==> config.mk <==
export PLATFORM = sky130hd
export DESIGN_NAME = axi4_arbiter2
export DESIGN_NICKNAME = d
export VERILOG_FILES = /design/src/rtl/axi4_arb_pkg.sv /design/src/rtl/axi4_arb_pick.sv /design/src/rtl/axi4_arbiter2.sv
export SDC_FILE = /design/constraint.sdc
export NUM_CORES = 1
export LEC_CHECK = 0
export CORE_AREA = 2 2 300 302
export DETAILED_ROUTE_END_ITERATION = 16
export DIE_AREA = 0 0 302 304
export SLEW_MARGIN = 20
export SYNTH_ARGS = -nofsm -noshare
export SYNTH_HDL_FRONTEND = slang
export SYNTH_SLANG_ARGS = --single-unit
==> constraint.sdc <==
create_clock -name clk -period 2.25 [get_ports clk]
set_input_delay 0.225 -clock clk [delete_from_list [all_inputs] [get_ports clk]]
set_output_delay 0.225 -clock clk [all_outputs]
set_load 0.05 [all_outputs]
==> src/rtl/axi4_arb_pkg.sv <==
// axi4_arb_pkg: shared types and constants for the two-master AXI4 arbiter.
//   rd_state_e / wr_state_e : read and write path FSM state encodings
//   *_W_DEF                 : default bus widths used by axi4_arbiter2
//   AXI_RESP_OKAY           : AXI OKAY response code
package axi4_arb_pkg;

    localparam int unsigned ADDR_W_DEF = 32;
    localparam int unsigned DATA_W_DEF = 64;
    localparam int unsigned ID_W_DEF   = 4;

    localparam logic [1:0] AXI_RESP_OKAY = 2'b00;

    typedef enum logic [1:0] {
        R_IDLE = 2'd0,
        R_ADDR = 2'd1,
        R_DATA = 2'd2
    } rd_state_e;

    typedef enum logic [1:0] {
        W_IDLE = 2'd0,
        W_ADDR = 2'd1,
        W_DATA = 2'd2,
        W_RESP = 2'd3
    } wr_state_e;

endpackage

==> src/rtl/axi4_arb_pick.sv <==
// axi4_arb_pick: 2-way grant picker.
//   req[1:0] : request lines from m0 (bit 0) and m1 (bit 1)
//   grant    : index of the winning master
// With AXI4_ARB_RR_EN defined the picker keeps a last-grant pointer
// (clk, rst, update ports exist only then) and alternates on contention;
// otherwise m0 wins every contention and no state is built.
module axi4_arb_pick (
    input  logic [1:0] req,
`ifdef AXI4_ARB_RR_EN
    input  logic       clk,
    input  logic       rst,
    input  logic       update,
`endif
    output logic       grant
);

`ifdef AXI4_ARB_RR_EN
    logic last;

    // Pointer starts at m1 so that m0 wins the first contention.
    always_ff @(posedge clk or posedge rst) begin
        if (rst) begin
            last <= 1'b1;
        end else if (update) begin
            last <= grant;
        end
    end

    always_comb begin
        if (req == 2'b11) begin
            grant = ~last;
        end else begin
            grant = req[1];
        end
    end
`else
    always_comb begin
        grant = req[1] & ~req[0];
    end
`endif

endmodule

==> src/rtl/axi4_arbiter2.sv <==
// axi4_arbiter2: two-master (m0 = IFU, m1 = LSU) to one-slave AXI4 arbiter.
// Read and write paths are arbitrated independently; each path owns the
// downstream port for one whole transaction and routes responses back by a
// registered owner bit. All ready/valid/payload paths are combinational.
//   clk, rst          : clock, asynchronous active-high reset
//   m0_*/m1_*         : upstream AR, R, AW, W, B channels
//   out_*             : downstream AR, R, AW, W, B channels
// Build option: AXI4_ARB_RR_EN selects round-robin (else fixed m0 priority).
module axi4_arbiter2
    import axi4_arb_pkg::*;
#(
    parameter int unsigned ADDR_W = ADDR_W_DEF,
    parameter int unsigned DATA_W = DATA_W_DEF,
    parameter int unsigned ID_W   = ID_W_DEF
) (
    input  logic                clk,
    input  logic                rst,
    // master 0
    input  logic                m0_arvalid,
    output logic                m0_arready,
    input  logic [ID_W-1:0]     m0_arid,
    input  logic [ADDR_W-1:0]   m0_araddr,
    input  logic [7:0]          m0_arlen,
    input  logic [2:0]          m0_arsize,
    input  logic [1:0]          m0_arburst,
    output logic                m0_rvalid,
    input  logic                m0_rready,
    output logic [ID_W-1:0]     m0_rid,
    output logic [DATA_W-1:0]   m0_rdata,
    output logic [1:0]          m0_rresp,
    output logic                m0_rlast,
    input  logic                m0_awvalid,
    output logic                m0_awready,
    input  logic [ID_W-1:0]     m0_awid,
    input  logic [ADDR_W-1:0]   m0_awaddr,
    input  logic [7:0]          m0_awlen,
    input  logic [2:0]          m0_awsize,
    input  logic [1:0]          m0_awburst,
    input  logic                m0_wvalid,
    output logic                m0_wready,
    input  logic [DATA_W-1:0]   m0_wdata,
    input  logic [DATA_W/8-1:0] m0_wstrb,
    input  logic                m0_wlast,
    output logic                m0_bvalid,
    input  logic                m0_bready,
    output logic [ID_W-1:0]     m0_bid,
    output logic [1:0]          m0_bresp,
    // master 1
    input  logic                m1_arvalid,
    output logic                m1_arready,
    input  logic [ID_W-1:0]     m1_arid,
    input  logic [ADDR_W-1:0]   m1_araddr,
    input  logic [7:0]          m1_arlen,
    input  logic [2:0]          m1_arsize,
    input  logic [1:0]          m1_arburst,
    output logic                m1_rvalid,
    input  logic                m1_rready,
    output logic [ID_W-1:0]     m1_rid,
    output logic [DATA_W-1:0]   m1_rdata,
    output logic [1:0]          m1_rresp,
    output logic                m1_rlast,
    input  logic                m1_awvalid,
    output logic                m1_awready,
    input  logic [ID_W-1:0]     m1_awid,
    input  logic [ADDR_W-1:0]   m1_awaddr,
    input  logic [7:0]          m1_awlen,
    input  logic [2:0]          m1_awsize,
    input  logic [1:0]          m1_awburst,
    input  logic                m1_wvalid,
    output logic                m1_wready,
    input  logic [DATA_W-1:0]   m1_wdata,
    input  logic [DATA_W/8-1:0] m1_wstrb,
    input  logic                m1_wlast,
    output logic                m1_bvalid,
    input  logic                m1_bready,
    output logic [ID_W-1:0]     m1_bid,
    output logic [1:0]          m1_bresp,
    // downstream slave port
    output logic                out_arvalid,
    input  logic                out_arready,
    output logic [ID_W-1:0]     out_arid,
    output logic [ADDR_W-1:0]   out_araddr,
    output logic [7:0]          out_arlen,
    output logic [2:0]          out_arsize,
    output logic [1:0]          out_arburst,
    input  logic                out_rvalid,
    output logic                out_rready,
    input  logic [ID_W-1:0]     out_rid,
    input  logic [DATA_W-1:0]   out_rdata,
    input  logic [1:0]          out_rresp,
    input  logic                out_rlast,
    output logic                out_awvalid,
    input  logic                out_awready,
    output logic [ID_W-1:0]     out_awid,
    output logic [ADDR_W-1:0]   out_awaddr,
    output logic [7:0]          out_awlen,
    output logic [2:0]          out_awsize,
    output logic [1:0]          out_awburst,
    output logic                out_wvalid,
    input  logic                out_wready,
    output logic [DATA_W-1:0]   out_wdata,
    output logic [DATA_W/8-1:0] out_wstrb,
    output logic                out_wlast,
    input  logic                out_bvalid,
    output logic                out_bready,
    input  logic [ID_W-1:0]     out_bid,
    input  logic [1:0]          out_bresp
);

    rd_state_e rd_state;
    wr_state_e wr_state;
    logic      rd_owner, wr_owner;
    logic      rd_grant, wr_grant;
    logic [1:0] rd_req, wr_req;

    assign rd_req = {m1_arvalid, m0_arvalid};
    assign wr_req = {m1_awvalid, m0_awvalid};

    axi4_arb_pick u_rd_pick (
        .req    (rd_req),
`ifdef AXI4_ARB_RR_EN
        .clk    (clk),
        .rst    (rst),
        .update (rd_state == R_IDLE && (|rd_req)),
`endif
        .grant  (rd_grant)
    );

    axi4_arb_pick u_wr_pick (
        .req    (wr_req),
`ifdef AXI4_ARB_RR_EN
        .clk    (clk),
        .rst    (rst),
        .update (wr_state == W_IDLE && (|wr_req)),
`endif
        .grant  (wr_grant)
    );

    always_ff @(posedge clk or posedge rst) begin
        if (rst) begin
            rd_state <= R_IDLE;
            rd_owner <= 1'b0;
        end else begin
            case (rd_state)
                R_IDLE: if (|rd_req) begin
                    rd_owner <= rd_grant;
                    rd_state <= R_ADDR;
                end
                R_ADDR: if (out_arvalid && out_arready) rd_state <= R_DATA;
                R_DATA: if (out_rvalid && out_rready && out_rlast) rd_state <= R_IDLE;
                default: rd_state <= R_IDLE;
            endcase
        end
    end

    always_ff @(posedge clk or posedge rst) begin
        if (rst) begin
            wr_state <= W_IDLE;
            wr_owner <= 1'b0;
        end else begin
            case (wr_state)
                W_IDLE: if (|wr_req) begin
                    wr_owner <= wr_grant;
                    wr_state <= W_ADDR;
                end
                W_ADDR: if (out_awvalid && out_awready) wr_state <= W_DATA;
                W_DATA: if (out_wvalid && out_wready && out_wlast) wr_state <= W_RESP;
                W_RESP: if (out_bvalid && out_bready) wr_state <= W_IDLE;
                default: wr_state <= W_IDLE;
            endcase
        end
    end

    // Read path mux: everything not selected by state/owner stays 0.
    always_comb begin
        out_arvalid = 1'b0; out_arid = '0; out_araddr = '0;
        out_arlen = '0; out_arsize = '0; out_arburst = '0;
        m0_arready = 1'b0; m1_arready = 1'b0;
        out_rready = 1'b0;
        m0_rvalid = 1'b0; m0_rid = '0; m0_rdata = '0; m0_rresp = '0; m0_rlast = 1'b0;
        m1_rvalid = 1'b0; m1_rid = '0; m1_rdata = '0; m1_rresp = '0; m1_rlast = 1'b0;
        if (rd_state == R_ADDR) begin
            if (rd_owner) begin
                out_arvalid = m1_arvalid; out_arid = m1_arid; out_araddr = m1_araddr;
                out_arlen = m1_arlen; out_arsize = m1_arsize; out_arburst = m1_arburst;
                m1_arready = out_arready;
            end else begin
                out_arvalid = m0_arvalid; out_arid = m0_arid; out_araddr = m0_araddr;
                out_arlen = m0_arlen; out_arsize = m0_arsize; out_arburst = m0_arburst;
                m0_arready = out_arready;
            end
        end
        if (rd_state == R_DATA) begin
            if (rd_owner) begin
                m1_rvalid = out_rvalid; m1_rid = out_rid; m1_rdata = out_rdata;
                m1_rresp = out_rresp; m1_rlast = out_rlast;
                out_rready = m1_rready;
            end else begin
                m0_rvalid = out_rvalid; m0_rid = out_rid; m0_rdata = out_rdata;
                m0_rresp = out_rresp; m0_rlast = out_rlast;
                out_rready = m0_rready;
            end
        end
    end

    // Write path mux: W is only forwarded in W_DATA, so early W stalls.
    always_comb begin
        out_awvalid = 1'b0; out_awid = '0; out_awaddr = '0;
        out_awlen = '0; out_awsize = '0; out_awburst = '0;
        m0_awready = 1'b0; m1_awready = 1'b0;
        out_wvalid = 1'b0; out_wdata = '0; out_wstrb = '0; out_wlast = 1'b0;
        m0_wready = 1'b0; m1_wready = 1'b0;
        out_bready = 1'b0;
        m0_bvalid = 1'b0; m0_bid = '0; m0_bresp = '0;
        m1_bvalid = 1'b0; m1_bid = '0; m1_bresp = '0;
        case (wr_state)
            W_ADDR: begin
                if (wr_owner) begin
                    out_awvalid = m1_awvalid; out_awid = m1_awid; out_awaddr = m1_awaddr;
                    out_awlen = m1_awlen; out_awsize = m1_awsize; out_awburst = m1_awburst;
                    m1_awready = out_awready;
                end else begin
                    out_awvalid = m0_awvalid; out_awid = m0_awid; out_awaddr = m0_awaddr;
                    out_awlen = m0_awlen; out_awsize = m0_awsize; out_awburst = m0_awburst;
                    m0_awready = out_awready;
                end
            end
            W_DATA: begin
                if (wr_owner) begin
                    out_wvalid = m1_wvalid; out_wdata = m1_wdata;
                    out_wstrb = m1_wstrb; out_wlast = m1_wlast;
                    m1_wready = out_wready;
                end else begin
                    out_wvalid = m0_wvalid; out_wdata = m0_wdata;
                    out_wstrb = m0_wstrb; out_wlast = m0_wlast;
                    m0_wready = out_wready;
                end
            end
            W_RESP: begin
                if (wr_owner) begin
                    m1_bvalid = out_bvalid; m1_bid = out_bid; m1_bresp = out_bresp;
                    out_bready = m1_bready;
                end else begin
                    m0_bvalid = out_bvalid; m0_bid = out_bid; m0_bresp = out_bresp;
                    out_bready = m0_bready;
                end
            end
            default: ;
        endcase
    end

endmodule

Word-level counts from Yosys, hierarchy flattened --
Index checks and enable logic that the tools add are counted.
Operators by class: reduce and logical (&&, ||, !) cells 15, equal/unequal tests 12, multiply operators 0, bitwise gates (word level) 4, multiplexer cells 89, shifts and indexed selects 0, $lt $le $gt $ge 0, div/mod/pow operators 0, $add $sub $neg 0
Operator list (number):
- 64-bit 2-to-1 mux | 6
- 32-bit 2-to-1 mux | 4
- 4-bit 2-to-1 mux | 12
- 8-bit 2-to-1 mux | 6
- 2-bit 2-to-1 mux | 19
- 1-bit 2-to-1 mux | 36
- 2-bit inequality test, second input constant | 7
- 3-bit 2-to-1 mux | 4
- 2-bit case mux with 4 select lines | 1
- 1-bit logical AND | 7
- 2-bit == test, second input constant | 3
- 2-bit case mux with 3 select lines | 1
- 2-bit by 1-bit == test with 1-bit output, second input constant | 2
- 2-bit zero test | 2
- 2-bit AND reduction | 2
- 4-bit AND reduction | 1
- 2-bit OR reduction | 2
- 3-bit AND reduction | 1
- 1-bit AND | 2
- 1-bit NOT | 2
Storage, ports and cells: memory bits (writable) 0, memories 0, bits in read-only memories 0, latch bits 0, logic and storage cells 124, bits of input ports 436, register bits after elaboration 6

Logic depth before layout (Yosys ltp) --
word-level depth 6, mapped depth 6, gate-level depth less buffers 6

Modules after synthesis --
From an unflattened synthesis, not the netlist that was laid out.
Unflattened totals: cells, all modules 619, area total of the unflattened synthesis 4453.0 um^2
By module, submodules not included:
- axi4_arbiter2 | area an instance 4425.5 um^2, cells each 617, instances 1
- axi4_arb_pick | area an instance 13.8 um^2, cells each 1, instances 2

Worst setup path after synthesis --
No wires, ideal clock.
kind reg2out, start point register wr_state[1], end point output out_awaddr[0], path buffers 1, path slack 305 ps, arrival time 1720 ps, stages on the path, launching flop included 5, data required time 2025 ps, cell sequence dfrtp_1 -> inv_1 -> ha_1 -> clkbuf_1 -> nor2b_1
Between the ends: longest elaborated chain between the ends 2
RTL lines:
- start, declared | RTL line axi4_arbiter2.sv:111 | wr_state_e wr_state;
- start signal, assigned | RTL line axi4_arbiter2.sv:158 | wr_state <= W_IDLE;
- start signal, assigned | RTL line axi4_arbiter2.sv:164 | wr_state <= W_ADDR;
- start signal, assigned | RTL line axi4_arbiter2.sv:166 | W_ADDR: if (out_awvalid && out_awready) wr_state <= W_DATA;
- 2-bit by 1-bit == test with 1-bit output | RTL line axi4_arbiter2.sv:216 | case (wr_state)
- 32-bit 2-to-1 mux | RTL line axi4_arbiter2.sv:216
- end, declared | RTL line axi4_arbiter2.sv:95 | output logic [ADDR_W-1:0] out_awaddr,
No other way between the ends.

Worst setup path in the final report --
start point register rd_state[0], end point output m1_rdata[56]
Between the ends: longest elaborated chain between the ends 2
RTL lines:
- start, declared | RTL line axi4_arbiter2.sv:110 | rd_state_e rd_state;
- start signal, assigned | RTL line axi4_arbiter2.sv:141 | rd_state <= R_IDLE;
- start signal, assigned | RTL line axi4_arbiter2.sv:147 | rd_state <= R_ADDR;
- start signal, assigned | RTL line axi4_arbiter2.sv:149 | R_ADDR: if (out_arvalid && out_arready) rd_state <= R_DATA;
- 2-bit == test | RTL line axi4_arbiter2.sv:193 | if (rd_state == R_DATA) begin
- 64-bit 2-to-1 mux | RTL line axi4_arbiter2.sv:193
- end, declared | RTL line axi4_arbiter2.sv:59 | output logic [DATA_W-1:0] m1_rdata,
No other way between the ends.

==> summary.md <==
| Metric | Value |
|---|---|
| GPL Wtd Cong | 0.906 |
| Post-DR wirelength/cell | 25.0 um |
| Largest net degree at the start of global routing | 73 |
| Net count after synthesis | 1052 |
| Port Buf Inserts | 775 |
| Crit end category | output pin |
| Area Growth Syn to Fin | 299% |
| CP Data Required Time | 2030 ps |
| Max Root-Sink Buffers | 2 |
| FMAX | 457 MHz |
| Highest routed metal layer | met5 |
| Vias in the first global route | 8248 |
| Cells after Synth | 612 |
| HPWL after detailed placement | 59.4 mm |
| Sw frac | 56.3% |
| Yosys warning total | 0 |
| Maximum VDD drop | 0.000735 V |
| Total chip power | 19.0 mW |
| Clock Pin Slew Worst Setup and Hold Paths | 50 ps |
| Via density | 3.00 |
| Register-to-Register Path Depth | 5 |
| Flops & latches, synth | 6 |
| Final nets | 1816 |
| Metal3 WL | 5.07 mm |
| Initial Util | 4.73% |
| Final period util | 97.2% |
| Combinational Power Share | 96.8% |
| CTS tree | done |
| Kind of critical path | flip-flop to output pin |
| RSZ-0062 raised after global routing | true |
| Synth Cell Area | 4210 um2 |
| Multi-input gate area | 3830 um2 |
| Worst EP arrival | 1960 ps |
| Fin. Hold Viols | 0 |
| Initial antenna violation count | 33 |
| First-pass GRT wire length | 81.4 mm |
| Die Ht | 304 um |
| Grt total ovfl | 0 |
| CTS root buf | clkbuf_16 |
| CTS hold repair buffers | 0 |
| Worst-Skew Late Latency | 250 ps |
| Hold slack | 327 ps |
| Leak | 6.72 nW |
| R2R setup slack | 360 ps |
| Crit-path max FO | 17 |
| TritonCTS Buffers | 3 |
| Total track usage | 13.3% |
| Worst-Margin Slew | 556 ps |
| Core area | 89000 um2 |
| Startpoint types | flip-flop |
| Initial drt markers | 282 |
| Reg area | 158 um2 |
| Max-cap violations | 0 |
| Fin. max-slew vios | 0 |
| Shortest period the worst path allows | 2190 ps |
| P_sw | 10.7 mW |
| Pre-antenna DRT Iters | 4 |
| Layout cells sized above 1 | 28.5% |
| R2R Path End | wr_state[1] |
| Crit-path cells | nand2b_1 -> nor2_4 -> buf_4 -> and2_1 -> buf_12 |
| H-tree levels | 1 |
| Sequential-to-total area share from yosys stat | 3.57% |
| Max stage delay on crit path | 440 ps |
| Synthesized area per cell | 6.88 um2 |
| Status | completed |
| DIE AREA | 91800 um2 |
| Die X | 302 um |
| Final setup viols | 0 |
| Layout Skew | 0.248 ps |
| M1 wire length | 28.2 mm |
| Fill cell count | 9806 |
| Crit path max-delay cell type | dfrtp_1 |
| Flop pwr share | 1.5% |
| Site row count | 110 |
| R2R Path Start | wr_owner |
| Antenna-violating nets left | 0 |
| # IOs | 776 |
| Met2 wire len | 30.0 mm |
| Clk pwr share | 1.8% |
| Vias | 7665 |
| Yosys cell types | 24 |
| Power density cells | 1130 nW/um2 |
| Routed WL | 63.9 mm |
| Drt drc | 0 |
| Internal power | 8.32 mW |
| Max-slew headroom | 62.9% |
| Hold Crit Class | input pin to asynchronous set/reset pin |
| Clk sink count | 6 |
## power by group through the flow
stage / Sequential (mW) / Clock, mW / Combinational [mW]
floorplan: 0.205 / 0 / 8.99
global placement: 0.322 / 0 / 18.5
detailed placement: 0.331 / 0 / 18.5
CTS: 0.313 / 0.367 / 18.6
global route: 0.290 / 0.366 / 19.2
finish: 0.277 / 0.334 / 18.4
## per-layer routing
layer	track usage [%]	vias up
li1	-	3533
met1	17.2	3569
met2	22.8	470
met3	3.84	69
met4	0.921	24
met5	0	-
## critical path: cells and delay by family (launching register included)
| family | cells | cell delay, ps |
|---|---|---|
| AND/OR/NAND/NOR | 3 | 840 |
| flip-flops | 1 | 440 |
| buffers and inverters | 2 | 420 |
## worst max path at each step
stage,cells after the start,slack [ps],from,end
after floorplan,4,300,wr_state[1],out_awaddr[0]
after CTS,4,40,rd_state[1],out_araddr[28]
after detailed placement,5,190,wr_owner,out_wstrb[3]
after global placement,5,250,wr_owner,out_wstrb[2]
after global routing,5,-20,rd_state[0],m1_rdata[56]
final,5,60,rd_state[0],m1_rdata[56]
## cells by family (layout without fill, tap and decap cells)
family	Yosys count	after routing	share of synthesized area, %
AO/OA/AOI/OAI	11	11	2.20
multiplexers	178	178	42.4
AND/OR/NAND/NOR	354	354	44.7
flip-flops	6	6	3.57
other	0	7	0
adder cells (fa/ha/maj)	4	4	1.19
buffers and inverters	59	821	5.92
## layout make-up
type	count	area share, %
diodes	7	0.104
repair buffers	812	66.8
multi-input cells	547	22.8
well taps	1176	8.76
inverters	6	0.134
clock buffers	3	0.447
flip-flops and latches	6	0.938
## through the flow
stage | utilization [%] | area (um2) | instances | TNS, ps | worst slack [ps]
detailed placement | 18.7 | 16700 | 2543 | 0 | 190
CTS | 18.8 | 16700 | 2547 | 0 | 35.6
global placement | 18.7 | 16700 | 2543 | 0 | 253
global route | 18.9 | 16800 | 2553 | -22.3 | -22.3
floorplan | - | 4210 | 612 | 0 | 305
finish | 18.9 | 16800 | 2557 | 0 | 63.7
## cell usage after synthesis
library cell | n | share of area (%)
ha_1 | 4 | 1.2
mux2i_1 | 174 | 41
nand2b_1 | 4 | 0.59
a21oi_1 | 5 | 0.59
a31oi_2 | 1 | 0.30
o32ai_1 | 1 | 0.21
buf_2 | 19 | 2.3
buf_4 | 1 | 0.18
and3_1 | 11 | 1.6
o21ai_1 | 1 | 0.12
nand3b_1 | 1 | 0.18
a2111oi_4 | 1 | 0.65
clkbuf_1 | 33 | 2.9
inv_1 | 5 | 0.45
mux2_1 | 2 | 0.54
and2_1 | 153 | 23
a21boi_1 | 1 | 0.18
inv_2 | 1 | 0.089
nor2_1 | 132 | 12
mux2_2 | 2 | 0.54
dfrtp_1 | 6 | 3.6
o22ai_1 | 1 | 0.15
nand2_1 | 2 | 0.18
nor2b_1 | 51 | 7.6
## cells in the final DEF, fill, tap and decap left out
cell type        synthesis  layout
buf_4                    1      52
clkdlybuf4s50_1          0     435
nor2b_1                 51      51
buf_12                   0     323
buf_2                   19       1
dfrtp_1                  6       4
mux2_2                   2       2
o21ai_1                  1       1
nand2b_1                 4       3
nand3b_1                 1       1
o32ai_1                  1       1
clkbuf_16                0       3
diode_2                  0       7
nor2_1                 132     130
mux2_1                   2       2
a2111oi_4                1       1
a31oi_2                  1       1
o22ai_1                  1       1
nand2b_4                 0       1
mux2i_1                174     174
a21oi_1                  5       5
ha_1                     4       3
dfrtp_4                  0       2
nor2_4                   0       2
inv_1                    5       5
inv_2                    1       1
nand2_1                  2       2
and2_1                 153     153
ha_2                     0       1
a21boi_1                 1       1
buf_6                    0       1
and3_1                  11      11
## sequential cells by signal, summed over array words and instances, names as in the netlist
| name | cells |
|---|---|
| rd_state | 2 |
| wr_state | 2 |
| rd_owner | 1 |
| wr_owner | 1 |
## repair_timing
action | CTS | global route
buffers inserted | 1 | 3
endpoints found under the setup margin | 4 | 3
gates resized for setup | 1 | 1
Note: power is estimated with default switching activity, not from simulation.
